<file path="config.mk">
export PLATFORM = sky130hd
export DESIGN_NAME = sqrt_csr_slave
export DESIGN_NICKNAME = d
export VERILOG_FILES = /design/src/rtl/sqrt_csr_slave.sv
export SDC_FILE = /design/constraint.sdc
export NUM_CORES = 1
export LEC_CHECK = 0
export CAP_MARGIN = 20
export CORE_MARGIN = 3
export CORE_UTILIZATION = 58
export CTS_BUF_LIST = sky130_fd_sc_hd__clkbuf_16
export DETAILED_ROUTE_END_ITERATION = 10
export GPL_ROUTABILITY_DRIVEN = 1
export PLACE_DENSITY = 0.79
export RECOVER_POWER = 50
export SYNTH_ARGS = -nofsm -noshare
export SYNTH_HDL_FRONTEND = slang
export SYNTH_SLANG_ARGS = --single-unit
</file>
<file path="constraint.sdc">
create_clock -name clk_i -period 3.78 [get_ports clk_i]
set_input_delay 0.756 -clock clk_i [delete_from_list [all_inputs] [get_ports clk_i]]
set_output_delay 0.756 -clock clk_i [all_outputs]
set_load 0.01 [all_outputs]
</file>
<file path="src/rtl/sqrt_csr_slave.sv">
`default_nettype none
// sqrt_csr_slave - bus-mapped iterative 32-bit integer square root with an operand FIFO.
// Revision: 1.0
module sqrt_csr_slave #(
  parameter logic [31:0] BASE_ADDR      = 32'h80001000,
  parameter int          FIFO_DEPTH_POW = 2
) (
  input  logic        clk_i,
  input  logic        rst_ni,
  input  logic        bus_req_i,
  input  logic        bus_we_i,
  input  logic [31:0] bus_addr_bi,
  input  logic [3:0]  bus_be_bi,
  input  logic [31:0] bus_wdata_bi,
  output logic        bus_ack_o,
  output logic        bus_resp_o,
  output logic [31:0] bus_rdata_bo,
  output logic        busy_o,
  output logic        done_o
);

  localparam int DEPTH = 1 << FIFO_DEPTH_POW;
  localparam int CW    = FIFO_DEPTH_POW + 1;
  localparam logic [CW-1:0] FULL_CNT = CW'(DEPTH);

  localparam logic [0:0] ST_IDLE = 1'b0;
  localparam logic [0:0] ST_CALC = 1'b1;

  localparam logic [1:0] REG_OPERAND = 2'd0;
  localparam logic [1:0] REG_RESULT  = 2'd1;
  localparam logic [1:0] REG_REM     = 2'd2;
  localparam logic [1:0] REG_STATUS  = 2'd3;

  // bus decode
  logic       hit;
  logic [1:0] reg_sel;
  logic       wr_acc;
  logic       rd_acc;
  logic       soft_clr;
  logic       push;
  logic       pop;
  logic       rd_result;

  // operand fifo
  logic [31:0]               mem [DEPTH];
  logic [FIFO_DEPTH_POW-1:0] wr_ptr;
  logic [FIFO_DEPTH_POW-1:0] rd_ptr;
  logic [CW-1:0]             count;
  logic                      fifo_full;
  logic                      fifo_empty;
  logic [31:0]               fifo_out;

  // engine
  logic [0:0]  state;
  logic [31:0] rad;
  logic [17:0] rem;
  logic [15:0] root;
  logic [3:0]  iter;
  logic [17:0] rem_sh;
  logic [17:0] trial;
  logic [17:0] rem_nx;
  logic [15:0] root_nx;
  logic        ge;
  logic        commit;

  // architectural registers
  logic [15:0] result;
  logic [16:0] remainder;
  logic [31:0] last_op;
  logic        done;
  logic [31:0] status;
  logic [31:0] rdata_mux;
  logic        resp;
  logic [31:0] rdata;

  logic unused_ok;
  assign unused_ok = ^{bus_be_bi, bus_addr_bi[1:0], rem[17:16]};

  assign hit      = bus_req_i && (bus_addr_bi[31:4] == BASE_ADDR[31:4]);
  assign reg_sel  = bus_addr_bi[3:2];
  // A full FIFO stalls pushes even when a pop lands in the same cycle.
  assign bus_ack_o = rst_ni && hit && !(bus_we_i && (reg_sel == REG_OPERAND) && fifo_full);

  assign wr_acc    = bus_ack_o && bus_we_i;
  assign rd_acc    = bus_ack_o && !bus_we_i;
  assign soft_clr  = wr_acc && (reg_sel == REG_STATUS) && bus_wdata_bi[0];
  assign push      = wr_acc && (reg_sel == REG_OPERAND) && !soft_clr;
  assign rd_result = rd_acc && (reg_sel == REG_RESULT);

  assign fifo_full  = (count == FULL_CNT);
  assign fifo_empty = (count == '0);
  assign fifo_out   = mem[rd_ptr];
  assign pop        = (state == ST_IDLE) && !fifo_empty && !soft_clr;

  always_ff @(posedge clk_i or negedge rst_ni) begin
    if (!rst_ni) begin
      wr_ptr <= '0;
      rd_ptr <= '0;
      count  <= '0;
    end else if (soft_clr) begin
      wr_ptr <= '0;
      rd_ptr <= '0;
      count  <= '0;
    end else begin
      if (push) wr_ptr <= wr_ptr + 1'b1;
      if (pop)  rd_ptr <= rd_ptr + 1'b1;
      case ({push, pop})
        2'b10:   count <= count + 1'b1;
        2'b01:   count <= count - 1'b1;
        default: count <= count;
      endcase
    end
  end

  always_ff @(posedge clk_i) begin
    if (push) mem[wr_ptr] <= bus_wdata_bi;
  end

  // One result bit per cycle: bring down the next two radicand bits and try 4*root+1.
  always_comb begin
    rem_sh  = {rem[15:0], rad[31:30]};
    trial   = {root, 2'b01};
    ge      = (rem_sh >= trial);
    rem_nx  = ge ? (rem_sh - trial) : rem_sh;
    root_nx = {root[14:0], ge};
  end

  assign commit = (state == ST_CALC) && (iter == 4'd0) && !soft_clr;

  always_ff @(posedge clk_i or negedge rst_ni) begin
    if (!rst_ni) begin
      state     <= ST_IDLE;
      rad       <= '0;
      rem       <= '0;
      root      <= '0;
      iter      <= '0;
      result    <= '0;
      remainder <= '0;
      last_op   <= '0;
    end else if (soft_clr) begin
      state <= ST_IDLE;
    end else begin
      case (state)
        ST_IDLE: begin
          if (pop) begin
            rad     <= fifo_out;
            rem     <= '0;
            root    <= '0;
            iter    <= 4'd15;
            last_op <= fifo_out;
            state   <= ST_CALC;
          end
        end
        ST_CALC: begin
          rad  <= {rad[29:0], 2'b00};
          rem  <= rem_nx;
          root <= root_nx;
          iter <= iter - 4'd1;
          if (iter == 4'd0) begin
            result    <= root_nx;
            remainder <= rem_nx[16:0];
            state     <= ST_IDLE;
          end
        end
        default: state <= ST_IDLE;
      endcase
    end
  end

  // A new result beats a concurrent RESULT read, so done stays set.
  always_ff @(posedge clk_i or negedge rst_ni) begin
    if (!rst_ni) begin
      done <= 1'b0;
    end else if (commit) begin
      done <= 1'b1;
    end else if (soft_clr || rd_result) begin
      done <= 1'b0;
    end
  end

  assign busy_o = (state == ST_CALC);
  assign done_o = done;
  assign status = {20'b0, 8'(count), fifo_empty, fifo_full, done, busy_o};

  always_comb begin
    rdata_mux = '0;
    case (reg_sel)
      REG_OPERAND: rdata_mux = last_op;
      REG_RESULT:  rdata_mux = {16'b0, result};
      REG_REM:     rdata_mux = {15'b0, remainder};
      REG_STATUS:  rdata_mux = status;
      default:     rdata_mux = '0;
    endcase
  end

  always_ff @(posedge clk_i or negedge rst_ni) begin
    if (!rst_ni) begin
      resp  <= 1'b0;
      rdata <= '0;
    end else begin
      resp  <= rd_acc;
      rdata <= rd_acc ? rdata_mux : 32'd0;
    end
  end

  assign bus_resp_o   = resp;
  assign bus_rdata_bo = rdata;

endmodule
`default_nettype wire

</file>
==> reports/summary.txt <==
Status = finished with violations
Failing checks = capacitance limit, slew limit
Post-DP HPWL = 16,900 um
Max Fclk = 0.281 GHz
Worst Setup Path Type = in2out
Aggregate global-route resource usage = 22.6%
CTS tree = yes
Sequential area share after synthesis = 64.1%
Core box area = 21,400 um2
Worst path top cell family by delay = buffers and inverters
Top-level port count = 108
Die X = 155 um
First-pass GRT wire length = 43,300 um
Cell variety after synth = 58
# diodes = 0
Power per cell area = 768 nW/um2
Final wirelength = 26,500 um
CP startpoint kind = input port
Die area = 24,000 um2
Vias/cell = 5.88
Syn Inst Count = 932
DR iter-0 viols = 620
CTS buffer count = 31
Antenna violation net count after detailed routing = 0
Chip height = 155 um
Max Cap Viol = 1
Clock root buffer = clkbuf_16
Drt wl/cell = 20.0 um
Nets = 1,127
Slowest-stage cell, CP = clkdlybuf4s50_1
Critical path required time = 3020 ps
H-tree Lvls = 1
Net load switching power = 4.03 mW
Syn Nets = 1,028
Main synth FF type = dfrtp_1
Crit path DAT = 2800 ps
Setup slack after layout = 224 ps
Hold WC Path Type = reg2reg
Post-layout minimum cycle time = 3560 ps
Clk sink count = 303
DRT Pass-1 Iters = 5
Critical path's largest stage delay = 610 ps
Max-slew headroom = -58.0%
Area grow syn2layout = 17.8%
Vias in the first global route = 8,072
Layout cell share with drive strength beyond 1 = 11.5%
Antenna violations before repair = 0
Leak = 6.21 nW
Cell Rows = 53
Commonest non-fill, non-tap cell in the layout = dfrtp_1
Final setup viols = 0
CP bufs+invs = 2
Initial core utilization = 60.1%
Post-synthesis async set-or-reset flop share = 57.8%
CP cell instances = dlygate4sd3_1, nor4b_1, nand4_1, nor3_1, clkdlybuf4s50_1
Final Hold Vio Count = 0
Commonest non-fill, non-tap cells in the layout = dfrtp_1, edfxtp_1, nand2_1, clkdlybuf4s50_1, nor2b_1
Worst slack, placed = 248 ps
DR vias = 7,819
Comb pwr share = 35.2%
Power Internal = 7.58 mW
Ys Warns = 0
Pin count of the biggest net entering global routing = 176
RSZ-0062 raised after global routing = false
Skew-Pair Late Insertion Delay = 570 ps
Syn Area/Cell = 13.8 um2
CP max FO = 3
CTS Hold Bufs = 0
Clock skew after layout = 9.97 ps
Grt total ovfl = 0
Clock transition at path regs = 60 ps
CP endpoint kind = output pin
Clock Power Share = 25.5%
Post-synth EDFFs = 128
Routability congestion estimate = 0.881
Fin. max-slew vios = 176
Maximum vdd drop = 0.000590 V
Drt drc = 0
Buffers on Ports = 101
Post-CTS Setup Inserts = 0
#FFs+latches synth = 303
Fin crit share = 94.1%
Sw frac = 34.7%
Clock Tree Buf Depth = 3
Mapped cell area = 12,800 um2
Final TNS setup = 0 ps
Worst-margin pin slew = 2370 ps
Register share of total power = 39.4%
Post-CTS sizing = 0
Total Power Consumption = 11.6 mW
## cell usage after synthesis (all sizes together), types with 3 or more instances
cell type / n / area share (%)
o211ai: 3 / 0.18
clkbuf: 19 / 0.58
o21ai: 75 / 2.9
nand3: 8 / 0.31
inv: 28 / 0.82
nand4: 8 / 0.39
and2: 22 / 1.1
nor4: 9 / 0.56
or3: 4 / 0.19
a21oi: 26 / 1.1
nor2b: 43 / 2.1
mux4: 39 / 6.8
a221oi: 3 / 0.25
dfrtp: 175 / 34
a221o: 30 / 2.3
xor2: 6 / 0.41
a311oi: 3 / 0.20
ha: 23 / 2.2
nand2: 73 / 2.1
nor4b: 3 / 0.25
nor2: 40 / 1.2
buf: 36 / 1.8
edfxtp: 128 / 30
a21o: 39 / 2.3
nand2b: 6 / 0.31
mux2i: 26 / 2.0
nor3: 17 / 0.74
a211oi: 4 / 0.31
xnor2: 12 / 0.82
## cells by family after synthesis
logic type,synth area share [%]
XOR/XNOR,1.23
adder cells (fa/ha/maj),2.40
AND/OR/NAND/NOR,9.65
multiplexers,9.04
flip-flops,64.1
AO/OA/AOI/OAI,10.5
buffers and inverters,3.16
## routing by layer
metal  up-vias  part of all wire, %  GRT usage, %
met5         -                    0             0
met4         0                  2.0          4.96
met3        48                  5.0          3.95
met2       183                   49          37.7
met1      3951                   44          31.7
li1       3637                    -             -
## stage by stage
stage | hold slack [ps] | util (%) | instance area (um2) | instances
finish | 471 | 70.8 | 15100 | 1330
global route | 498 | 70.8 | 15100 | 1330
CTS | 424 | 71.0 | 15200 | 1330
detailed placement | 458 | 66.3 | 14200 | 1273
global placement | 452 | 66.3 | 14200 | 1273
floorplan | 441 | - | 12800 | 932
## power groups by stage
stage,sequential [mW],combinational [mW],clock (mW)
5_1_grt,4.64,4.54,3.14
4_1_cts,4.56,4.09,3.01
2_1_floorplan,4.44,3.28,0
3_3_place_gp,4.59,3.91,0
6_report,4.57,4.08,2.96
3_5_place_dp,4.62,4.06,0
## final timing paths
| kind | cells past startpoint | slack [ps] | to | start |
|---|---|---|---|---|
| worst min register to register | 1 | 470 | last_op[23]$_DFFE_PN0P_ | last_op[23]$_DFFE_PN0P_ |
| worst max register to register | 9 | 730 | remainder[0]$_DFFE_PN0P_ | root[11]$_DFFE_PN0P_ |
| worst max-delay path | 5 | 220 | bus_ack_o | bus_addr_bi[8] |
| max in group asynchronous | 2 | 1140 | bus_rdata_bo[0]$_DFF_PN0_ | rst_ni |
| worst min-delay path | 1 | 470 | last_op[23]$_DFFE_PN0P_ | last_op[23]$_DFFE_PN0P_ |
| min in group asynchronous | 2 | 1080 | bus_rdata_bo[30]$_DFF_PN0_ | rst_ni |
## flip-flops by register name (all words and copies together) (netlist names)
signal	count
mem	128
bus_rdata_bo	32
last_op	32
rad	32
remainder	17
rem	16
result	16
root	16
iter	4
count	3
rd_ptr	2
wr_ptr	2
bus_resp_o	1
busy_o	1
done_o	1
## layout make-up
type / instances / area, um2
clock buffers: 33 / 826
clock inverters: 24 / 176
fillers: 1447 / 6230
inverters: 28 / 105
multi-input cells: 546 / 4200
flip-flops and latches: 303 / 8230
well taps: 275 / 344
repair buffers: 121 / 1250
(Power assumes the default switching activity.)
